**src/rtl/alu_share_arbiter_pkg.sv**
```systemverilog
// Shared definitions for the ALU sharing arbiter: ALU control encodings,
// datapath width and the sequencer state type.
package alu_share_arbiter_pkg;

    localparam int ALU_CTRL_W = 4;
    localparam int ALU_DATA_W = 32;
    // Requester index space is always sized for the largest legal NUM_REQ.
    localparam int MAX_REQ    = 4;
    localparam int IDX_W      = 2;

    // 4'b0101 and 4'b1111 are intentionally unassigned; the ALU returns 0 for them.
    typedef enum logic [ALU_CTRL_W-1:0] {
        ALU_AND  = 4'b0000,
        ALU_OR   = 4'b0001,
        ALU_ADD  = 4'b0010,
        ALU_SLL  = 4'b0011,
        ALU_SRL  = 4'b0100,
        ALU_SUB  = 4'b0110,
        ALU_SLT  = 4'b0111,
        ALU_ADDU = 4'b1000,
        ALU_SUBU = 4'b1001,
        ALU_XOR  = 4'b1010,
        ALU_SLTU = 4'b1011,
        ALU_NOR  = 4'b1100,
        ALU_SRA  = 4'b1101,
        ALU_LUI  = 4'b1110
    } alu_ctrl_e;

    typedef enum logic [1:0] {
        ST_IDLE = 2'b00,
        ST_EXEC = 2'b01,
        ST_RESP = 2'b10
    } arb_state_e;

endpackage

```
**src/rtl/alu_share_arbiter_alu.sv**
```systemverilog
// Fixed 32-bit combinational ALU. Shift amount is the full BusA, the shifted
// operand is BusB; LUI moves BusB[15:0] into the upper half.
module alu_share_arbiter_alu
    import alu_share_arbiter_pkg::*;
(
    output logic [ALU_DATA_W-1:0] BusW,
    output logic                  Zero,
    input  logic [ALU_DATA_W-1:0] BusA,
    input  logic [ALU_DATA_W-1:0] BusB,
    input  logic [ALU_CTRL_W-1:0] ALUCtrl
);

    always_comb begin
        BusW = '0;
        case (ALUCtrl)
            ALU_AND:  BusW = BusA & BusB;
            ALU_OR:   BusW = BusA | BusB;
            ALU_ADD,
            ALU_ADDU: BusW = BusA + BusB;
            ALU_SUB,
            ALU_SUBU: BusW = BusA - BusB;
            ALU_SLL:  BusW = BusB << BusA;
            ALU_SRL:  BusW = BusB >> BusA;
            ALU_SRA:  BusW = $unsigned($signed(BusB) >>> BusA);
            ALU_SLT:  BusW = {31'b0, $signed(BusA) < $signed(BusB)};
            ALU_SLTU: BusW = {31'b0, BusA < BusB};
            ALU_XOR:  BusW = BusA ^ BusB;
            ALU_NOR:  BusW = ~(BusA | BusB);
            ALU_LUI:  BusW = {BusB[15:0], 16'h0000};
            default:  BusW = '0;
        endcase
    end

    assign Zero = (BusW == '0);

endmodule

```
**src/rtl/alu_share_arbiter.sv**
```systemverilog
// Round-robin sharing of one ALU among NUM_REQ requesters; one operation in
// flight, result held in registers until the owning requester accepts it.
module alu_share_arbiter
    import alu_share_arbiter_pkg::*;
#(
    parameter int NUM_REQ = 2,
    parameter int DATA_W  = 32
) (
    input  logic                         CLK,
    input  logic                         Resetb,
    input  logic [NUM_REQ-1:0]           req_valid,
    output logic [NUM_REQ-1:0]           req_ready,
    input  logic [ALU_CTRL_W*NUM_REQ-1:0] req_ctrl,
    input  logic [DATA_W*NUM_REQ-1:0]    req_a,
    input  logic [DATA_W*NUM_REQ-1:0]    req_b,
    output logic [NUM_REQ-1:0]           rsp_valid,
    input  logic [NUM_REQ-1:0]           rsp_ready,
    output logic [DATA_W-1:0]            rsp_data,
    output logic                         rsp_zero,
    output logic                         busy
);

    arb_state_e              state_reg, state_next;
    logic [IDX_W-1:0]        last_grant_reg, grant_idx;
    logic                    grant_found, grant_fire;
    logic [2:0]              cand_sum;
    logic [ALU_CTRL_W-1:0]   ctrl_reg;
    logic [DATA_W-1:0]       a_reg, b_reg, data_reg;
    logic                    zero_reg;
    logic [MAX_REQ-1:0]      valid_ext, rsp_ready_ext;
    logic [ALU_CTRL_W-1:0]   ctrl_arr [MAX_REQ];
    logic [DATA_W-1:0]       a_arr [MAX_REQ];
    logic [DATA_W-1:0]       b_arr [MAX_REQ];
    logic [ALU_DATA_W-1:0]   alu_w;
    logic                    alu_zero;

    // Pad per-requester views to MAX_REQ so a 2-bit index always fits exactly.
    for (genvar gi = 0; gi < MAX_REQ; gi++) begin : g_req
        if (gi < NUM_REQ) begin : g_live
            assign valid_ext[gi]     = req_valid[gi];
            assign rsp_ready_ext[gi] = rsp_ready[gi];
            assign ctrl_arr[gi]      = req_ctrl[gi*ALU_CTRL_W +: ALU_CTRL_W];
            assign a_arr[gi]         = req_a[gi*DATA_W +: DATA_W];
            assign b_arr[gi]         = req_b[gi*DATA_W +: DATA_W];
            assign req_ready[gi]     = grant_fire && (grant_idx == IDX_W'(gi));
            assign rsp_valid[gi]     = (state_reg == ST_RESP) && (last_grant_reg == IDX_W'(gi));
        end else begin : g_pad
            assign valid_ext[gi]     = 1'b0;
            assign rsp_ready_ext[gi] = 1'b0;
            assign ctrl_arr[gi]      = '0;
            assign a_arr[gi]         = '0;
            assign b_arr[gi]         = '0;
        end
    end

    // Search last_grant+1, +2, ... wrapping, first valid wins.
    always_comb begin
        grant_found = 1'b0;
        grant_idx   = '0;
        cand_sum    = '0;
        for (int k = 1; k <= NUM_REQ; k++) begin
            cand_sum = {1'b0, last_grant_reg} + 3'(k);
            if (cand_sum >= 3'(NUM_REQ))
                cand_sum = cand_sum - 3'(NUM_REQ);
            if (!grant_found && valid_ext[cand_sum[IDX_W-1:0]]) begin
                grant_found = 1'b1;
                grant_idx   = cand_sum[IDX_W-1:0];
            end
        end
    end

    always_ff @(posedge CLK or negedge Resetb) begin
        if (!Resetb)
            state_reg <= ST_IDLE;
        else
            state_reg <= state_next;
    end

    always_comb begin
        state_next = state_reg;
        grant_fire = 1'b0;
        unique case (state_reg)
            ST_IDLE: begin
                if (grant_found) begin
                    state_next = ST_EXEC;
                    // Gated so req_ready reads 0 while reset is asserted.
                    grant_fire = Resetb;
                end
            end
            ST_EXEC: state_next = ST_RESP;
            ST_RESP: begin
                if (rsp_ready_ext[last_grant_reg])
                    state_next = ST_IDLE;
            end
            default: state_next = ST_IDLE;
        endcase
    end

    // last_grant_reg doubles as the owner of the op in flight.
    always_ff @(posedge CLK or negedge Resetb) begin
        if (!Resetb) begin
            last_grant_reg <= IDX_W'(NUM_REQ - 1);
            ctrl_reg       <= '0;
            a_reg          <= '0;
            b_reg          <= '0;
            data_reg       <= '0;
            zero_reg       <= 1'b0;
        end else begin
            if (state_reg == ST_IDLE && grant_found) begin
                last_grant_reg <= grant_idx;
                ctrl_reg       <= ctrl_arr[grant_idx];
                a_reg          <= a_arr[grant_idx];
                b_reg          <= b_arr[grant_idx];
            end
            if (state_reg == ST_EXEC) begin
                data_reg <= alu_w;
                zero_reg <= alu_zero;
            end
        end
    end

    alu_share_arbiter_alu u_alu (
        .BusW    (alu_w),
        .Zero    (alu_zero),
        .BusA    (a_reg),
        .BusB    (b_reg),
        .ALUCtrl (ctrl_reg)
    );

    assign rsp_data = data_reg;
    assign rsp_zero = zero_reg;
    assign busy     = (state_reg != ST_IDLE);

endmodule

```
**config.mk**
```make
export PLATFORM = sky130hd
export DESIGN_NAME = alu_share_arbiter
export DESIGN_NICKNAME = d
export VERILOG_FILES = /design/src/rtl/alu_share_arbiter_pkg.sv /design/src/rtl/alu_share_arbiter_alu.sv /design/src/rtl/alu_share_arbiter.sv
export SDC_FILE = /design/constraint.sdc
export NUM_CORES = 1
export LEC_CHECK = 0
export ABC_AREA = 1
export BUFFER_PORTS_ARGS = -buffer_cell sky130_fd_sc_hd__buf_2
export CORE_ASPECT_RATIO = 2
export CORE_MARGIN = 4
export CORE_UTILIZATION = 30
export DETAILED_ROUTE_END_ITERATION = 8
export GPL_TIMING_DRIVEN = 0
export HOLD_SLACK_MARGIN = 0.03
export PLACE_DENSITY = 0.47
export SYNTH_ARGS = -nofsm -noshare
export SYNTH_HDL_FRONTEND = slang
export SYNTH_SLANG_ARGS = --single-unit
```
**constraint.sdc**
```tcl
create_clock -name CLK -period 7.2 [get_ports CLK]
set_clock_uncertainty 0.15 [all_clocks]
set_input_delay 0.36 -clock CLK [delete_from_list [all_inputs] [get_ports CLK]]
set_output_delay 0.36 -clock CLK [all_outputs]
set_load 0.005 [all_outputs]
```
==> impl_metrics.csv, run 1 <==
group,metric,value,unit
clock_network,clk_path_buf_depth,2,
drt,finalWirelength,109,mm
timing,setup_viol,0,
timing,setup_tns,0,ps
grt,grt_first_pass_wirelength,151,mm
floorplanning,rows,114,
drt,viasPerCell,5.91,
timing,fmaxAchievable,163,MHz
worst_setup_path,path_max_fanout,10,
worst_setup_path,cp-start-kind,"register",
floorplanning,initial_utilization,0.304,
finish,final_cells,3450,
drt,dr.pass1.iters,9,
grt,antenna_found_initial,3,
job,maxCapViolations,0,
timing,hold_ws,45.5,ps
synth,syn_inst,2615,
power_and_ir_drop,p_leak,8.31,nW
status,status,"complete, no violations",
timing,tightest_slew,1110,ps
grt,grt.overflow.total,0,
grt,use_met1,0.350,
hold_path,min_path_type,"primary input to register",
clock_network,cts_tree,"done",
synth,synth_edf_count,0,
clock_network,clkLatencyLatePin,400,ps
synth,yosysSeqAreaShare,0.178,
clock_network,cts_setup_buffers,0,
timing,finalHoldViolCount,0,
worst_setup_path,path_class,"register to register",
floorplanning,dieArea,0.0532,mm2
synth,synth_area_per_cell,5.66,um2
placement,dpl-instance-area,0.0165,mm2
finish,area_growth_syn_to_layout,13.9,%
clock_network,cts.sinks,105,
clock_network,clkTransAtPathRegs,100,ps
floorplanning,die_w,165,um
grt,grt_pass1_vias,20900,
synth,syn_area,0.0148,mm2
synth,synth_top_area_frac,0.233,
finish,stdcell_area,0.0168,mm2
grt,grt_max_degree,66,
synth,synth_top_area_cell,"nand2_1",
timing,finalCritPeriodShare,0.851,
placement,portBuffers,179,
clock_network,cts-buffers-inserted,9,
placement,post-place-cells,3433,
drt,drtAntennaViolNets,0,
drt,via_count,20400,
power_and_ir_drop,peakVddDrop,0.133,mV
finish,antenna_cells,0,
grt,grtUsageTotal,0.406,
worst_setup_path,crit_required,7380,ps
drt,drt_iter0_markers,1906,
timing,slew_viol_final,0,
clock_network,htree_levels,3,
placement,dpl.hpwl,91.0,mm
placement,place_congestion,1.05,
synth,synth.distinct_cells,60,
finish,final_nets,3050,
floorplanning,coreArea,0.0486,mm2
synth,synth_nets,2858,
synth,async_flop_share,1.00,
grt,grt_most_used_layer,"met2",
worst_setup_path,crit_arrival,6310,ps
timing,fin_ws,1070,ps
synth,ys_seq_elements,105,
clock_network,cts_resized,0,
power_and_ir_drop,power_density,71.7,mW/mm2
synth,yosysWarnings,0,
grt,grt_use_met3,0.0636,
timing,finalCriticalPeriod,6130,ps
worst_setup_path,endpoint_kind,"register",
timing,relSlewSlack,0.262,
floorplanning,die_h,322,um
placement,dp_slack,1250,ps
drt,wire_per_inst,31.6,um
timing,rsz0062_at_grt,"false",
finish,drive_above_1_share,0.0946,
worst_setup_path,reg2reg_setup_slack,1070,ps
clock_network,cts_hold_buf,1,
synth,synth_ff_type,"dfrtp_1",
synth,synth.area.top_cells,"nand2_1 (23%), dfrtp_1 (18%), nand3_1 (13%)",
grt,grtUsageMet2,0.724,
floorplanning,io-pin-count,180,
drt,route.detailed.drc,0,
clock_network,cts_root_buffer,"clkbuf_16",
[cell type report]
class	count	area (um2)
fill	5800	31800
multi-input combinational	2151	10800
sequential	105	2630
timing repair buffer	181	940
inverter	217	815
tap	638	798
buffer	142	586
clock buffer	9	225
clock inverter	7	87.6
[report_power, final]
group	total (W)	internal, W	switching, W
Combinational	0.0000597	0.0000295	0.0000302
Sequential	0.000589	0.000589	0
Clock	0.000559	0.000253	0.000306
Total	0.00121	0.000872	0.000337
[through the flow]
step	total power [W]	util
floorplan	0.000602	-
global placement	0.000657	0.339
detailed placement	0.000660	0.340
CTS	0.00122	0.346
global route	0.00123	0.346
finish	0.00121	0.346
[per-layer routing]
metal	vias to the layer above	wire, um
met3	573	6160
met5	-	13
met1	9551	31200
met4	2	16500
met2	1154	55200
li1	9114	-
[cell usage after synthesis, drive strengths merged, types with 19 or more instances]
cell    number
a21oi      202
a22oi       68
buf         68
inv        212
ha          99
dfrtp      104
o21ai      126
nand2      924
nand3      383
clkbuf      74
nand4       31
o22ai       19
nor2       181
[final timing paths]
check                           cells after the start                 endpoint                     from
max in group asynchronous                           3  rsp_data[2]$_DFFE_PN0N_                   Resetb
worst max-delay path                               21     rsp_zero$_DFFE_PN0N_     a_reg[4]$_DFFE_PN0P_
worst min register to register                      2  rsp_data[9]$_DFFE_PN0N_  rsp_data[9]$_DFFE_PN0N_
min in group asynchronous                           2    b_reg[23]$_DFFE_PN0P_                   Resetb
worst min-delay path                                3    b_reg[25]$_DFFE_PN0P_                req_b[57]
worst max register to register                     21     rsp_zero$_DFFE_PN0N_     a_reg[4]$_DFFE_PN0P_
[kinds of logic after synthesis]
logic type	after synthesis	share of synthesized area
AND/OR/NAND/NOR	1551	0.439
AO/OA/AOI/OAI	493	0.199
buffers and inverters	359	0.0946
flip-flops	105	0.178
adder cells (fa/ha/maj)	101	0.0864
XOR/XNOR	6	0.00355
[layout by cell type (no fill, tap or decap), drive strengths merged, types with 6 or more instances in the layout]
cell type / n
inv: 216
nor3: 15
nor2: 181
dfrtp: 104
buf: 248
or2: 8
a21oi: 202
o211ai: 10
clkinv: 7
o2111ai: 6
a21boi: 6
nand3: 383
a221oi: 8
ha: 99
o22ai: 19
a211oi: 11
a22oi: 68
o21ai: 126
nand4: 31
nand2: 924
clkbuf: 83
o21bai: 6
a21o: 7
[critical path: stages (launching register included)]
cell and delay [ps]:
dfrtp_1 470, clkbuf_1 370, inv_1 190, clkbuf_1 700, buf_1 650, ha_1 350, buf_2 190, a21o_1 190
a21oi_2 270, inv_1 160, a21oi_1 240, xor2_1 480, o221ai_1 380, a21oi_1 400, nand3_1 180, nor2_1 140
nand2_1 70, nor2_1 150, nand2_1 70, nor2_1 90, nand2_1 80, nand2_1 60
Power figures use the tool's default switching activity.
==> run 2, diff against run 1 <==
--- a/config.mk
+++ b/config.mk
@@ -13,7 +13,8 @@
 export DETAILED_ROUTE_END_ITERATION = 8
 export GPL_TIMING_DRIVEN = 0
 export HOLD_SLACK_MARGIN = 0.03
-export PLACE_DENSITY = 0.47
+export PLACE_DENSITY = 0.46
 export SYNTH_ARGS = -nofsm -noshare
 export SYNTH_HDL_FRONTEND = slang
+export SYNTH_HIERARCHICAL = 1
 export SYNTH_SLANG_ARGS = --single-unit
==> constraint.sdc (replaced) <==
create_clock -name CLK -period 7 [get_ports CLK]
set_clock_uncertainty 0.15 [all_clocks]
set_input_delay 0.35 -clock CLK [delete_from_list [all_inputs] [get_ports CLK]]
set_output_delay 0.35 -clock CLK [all_outputs]
set_load 0.005 [all_outputs]
==> run 2 against run 1 <==
- via count grew 4.3%
- global-route usage down 2.2 points
- flip-flop and latch count did not move
- sequential share of layout area fell by 1.0 points
- critical path type unchanged
- cell count rose by 7.6%
- highest routed layer unchanged
==> impl_metrics.csv, run 2 <==
group,metric,value,unit
synth,yosysSeqAreaShare,0.165,
worst_setup_path,endpoint_kind,"register",
timing,relSlewSlack,0.163,
timing,setup_tns,0,ps
timing,slew_viol_final,0,
synth,yosysWarnings,6,
floorplanning,dieArea,0.0572,mm2
clock_network,clkLatencyLatePin,410,ps
synth,syn_area,0.0160,mm2
finish,final_nets,3280,
timing,rsz0062_at_grt,"false",
drt,wire_per_inst,30.2,um
worst_setup_path,reg2reg_setup_slack,1430,ps
floorplanning,io-pin-count,180,
drt,drtAntennaViolNets,0,
finish,drive_above_1_share,0.132,
worst_setup_path,crit_required,7190,ps
timing,tightest_slew,1250,ps
synth,synth_top_area_cell,"nand2_1",
drt,finalWirelength,112,mm
clock_network,clkTransAtPathRegs,110,ps
synth,ys_seq_elements,105,
synth,synth_edf_count,0,
clock_network,cts_hold_buf,1,
floorplanning,coreArea,0.0527,mm2
grt,grtUsageTotal,0.384,
finish,area_growth_syn_to_layout,13.1,%
clock_network,cts_tree,"done",
placement,dpl.hpwl,93.0,mm
clock_network,cts_root_buffer,"clkbuf_16",
placement,place_congestion,1.06,
finish,fillers,6212,
floorplanning,die_w,171,um
worst_setup_path,crit_arrival,5760,ps
finish,utilization,0.343,
power_and_ir_drop,switching_share,0.296,
synth,async_flop_share,1.00,
power_and_ir_drop,seqPwrFrac,0.464,
timing,finalHoldViolCount,0,
power_and_ir_drop,peakVddDrop,0.0994,mV
grt,grt_first_pass_wirelength,154,mm
clock_network,htree_levels,3,
synth,synth.distinct_cells,60,
drt,via_count,21300,
clock_network,cts.sinks,105,
finish,final_cell_mix,"nand2_1 (1024), nand3_1 (523), buf_2 (259)",
clock_network,cts_resized,0,
finish,final_cells,3712,
floorplanning,rows,119,
timing,setup_viol,0,
drt,dr.pass1.iters,6,
power_and_ir_drop,p_leak,9.78,nW
placement,post-place-cells,3692,
timing,finalCriticalPeriod,5570,ps
timing,fmaxAchievable,179,MHz
job,maxCapViolations,0,
synth,syn_inst,2848,
synth,synth_area_per_cell,5.61,um2
clock_network,clk_path_buf_depth,2,
drt,drt_iter0_markers,1904,
finish,regArea,0.00263,mm2
grt,grt_max_degree,58,
synth,synth_ff_type,"dfrtp_1",
synth,synth_commonest_cells,"nand2_1 (1024), nand3_1 (523), nor2_1 (215)",
clock_network,cts_setup_buffers,0,
power_and_ir_drop,clock_power_share,0.445,
timing,hold_ws,110,ps
grt,grt.overflow.total,0,
hold_path,min_path_type,"primary input to register",
synth,synth.area.top_cells,"nand2_1 (24%), nand3_1 (16%), dfrtp_1 (16%)",
drt,route.detailed.drc,0,
power_and_ir_drop,p_int,0.000919,W
worst_setup_path,path_class,"register to register",
finish,final_common_cell,"nand2_1",
synth,synth_nets,3088,
synth,post-synth-top-count-cell,"nand2_1",
worst_setup_path,cp-start-kind,"register",
drt,viasPerCell,5.73,
status,status,"complete, no violations",
clock_network,cts-buffers-inserted,9,
power_and_ir_drop,power_density,72.3,mW/mm2
grt,grt_pass1_vias,20900,
placement,portBuffers,178,
grt,antenna_found_initial,6,
power_and_ir_drop,p_switching,0.000387,W
synth,synth_top_area_frac,0.241,
floorplanning,initial_utilization,0.303,
worst_setup_path,path_max_fanout,10,
timing,finalCritPeriodShare,0.796,
finish,multi_input_area,0.0117,mm2
floorplanning,die_h,334,um
power_and_ir_drop,power_frac_comb,0.091,
run 2: worst paths after layout:
kind                                    startpoint                            end  depth (start not counted)
setup / recovery              a_reg[2]$_DFFE_PN0P_           rsp_zero$_DFFE_PN0N_                         20
hold / removal                           req_a[55]          a_reg[23]$_DFFE_PN0P_                          5
setup reg to reg              a_reg[2]$_DFFE_PN0P_           rsp_zero$_DFFE_PN0N_                         20
hold reg to reg            rsp_data[7]$_DFFE_PN0N_        rsp_data[7]$_DFFE_PN0N_                          1
max in group asynchronous                   Resetb        rsp_data[2]$_DFFE_PN0N_                          3
min in group asynchronous                   Resetb  last_grant_reg[1]$_DFFE_PN0P_                          2
run 2: stage by stage:
step | cell area [um2] | total power, W | setup WS (ps)
5_1_grt | 18100 | 0.00135 | 1400
2_1_floorplan | 16000 | 0.000665 | 3600
3_5_place_dp | 17700 | 0.000738 | 1650
4_1_cts | 18000 | 0.00132 | 1580
3_3_place_gp | 17700 | 0.000734 | 1670
6_report | 18100 | 0.00131 | 1430
run 2: area by class of cell:
cell class / count / area share
Sequential cell: 105 / 0.146
Tap cell: 665 / 0.0461
Clock inverter: 7 / 0.00506
Clock buffer: 9 / 0.0125
Buffer: 162 / 0.0439
Multi-Input combinational cell: 2348 / 0.646
Inverter: 233 / 0.0484
Timing Repair Buffer: 181 / 0.0522
Antenna cell: 2 / 0.000277
run 2: layer usage:
layer  track usage  routed length (um)  up-vias
met5             0                  28        -
met3        0.0758                6840      478
li1              -                   -     9767
met2         0.681               55900     1093
met1         0.341               34000     9917
met4         0.399               15300        6
run 2: cells by family (layout without fill, tap and decap cells):
group                      count (synthesis)  in the layout  synth area share
xor gates and xnor gates                   5              5           0.00274
buffers and inverters                    395            592             0.104
other                                      0              2                 0
adders and majority gates                 98             98            0.0777
DFF                                      105            105             0.165
and+or+nand+nor                         1848           1848             0.491
AOI/OAI and AO/OA                        364            364             0.136
muxes                                     33             33            0.0233
run 2: power by group through the flow:
stage          sequential (W)  clock [W]  combinational (W)
5_1_grt              0.000606   0.000608           0.000133
3_3_place_gp         0.000618          0           0.000116
3_5_place_dp         0.000618          0           0.000120
2_1_floorplan        0.000618          0          0.0000467
4_1_cts              0.000606   0.000595           0.000121
6_report             0.000606   0.000581           0.000119
run 2: worst max-delay path, cell delays in order (launching register included):
cell	delay, ps
dfrtp_1	590
buf_2	310
inv_2	150
clkbuf_1	730
ha_1	490
a21oi_1	430
nand2_2	210
a21oi_2	260
inv_1	110
nand4_1	100
nand3_1	130
o21ai_0	390
nand4_1	140
nor2_1	480
nand3_2	160
nor2_1	130
nand2_1	60
nor2_1	130
nand3_1	100
nor2_1	100
mux2_2	150
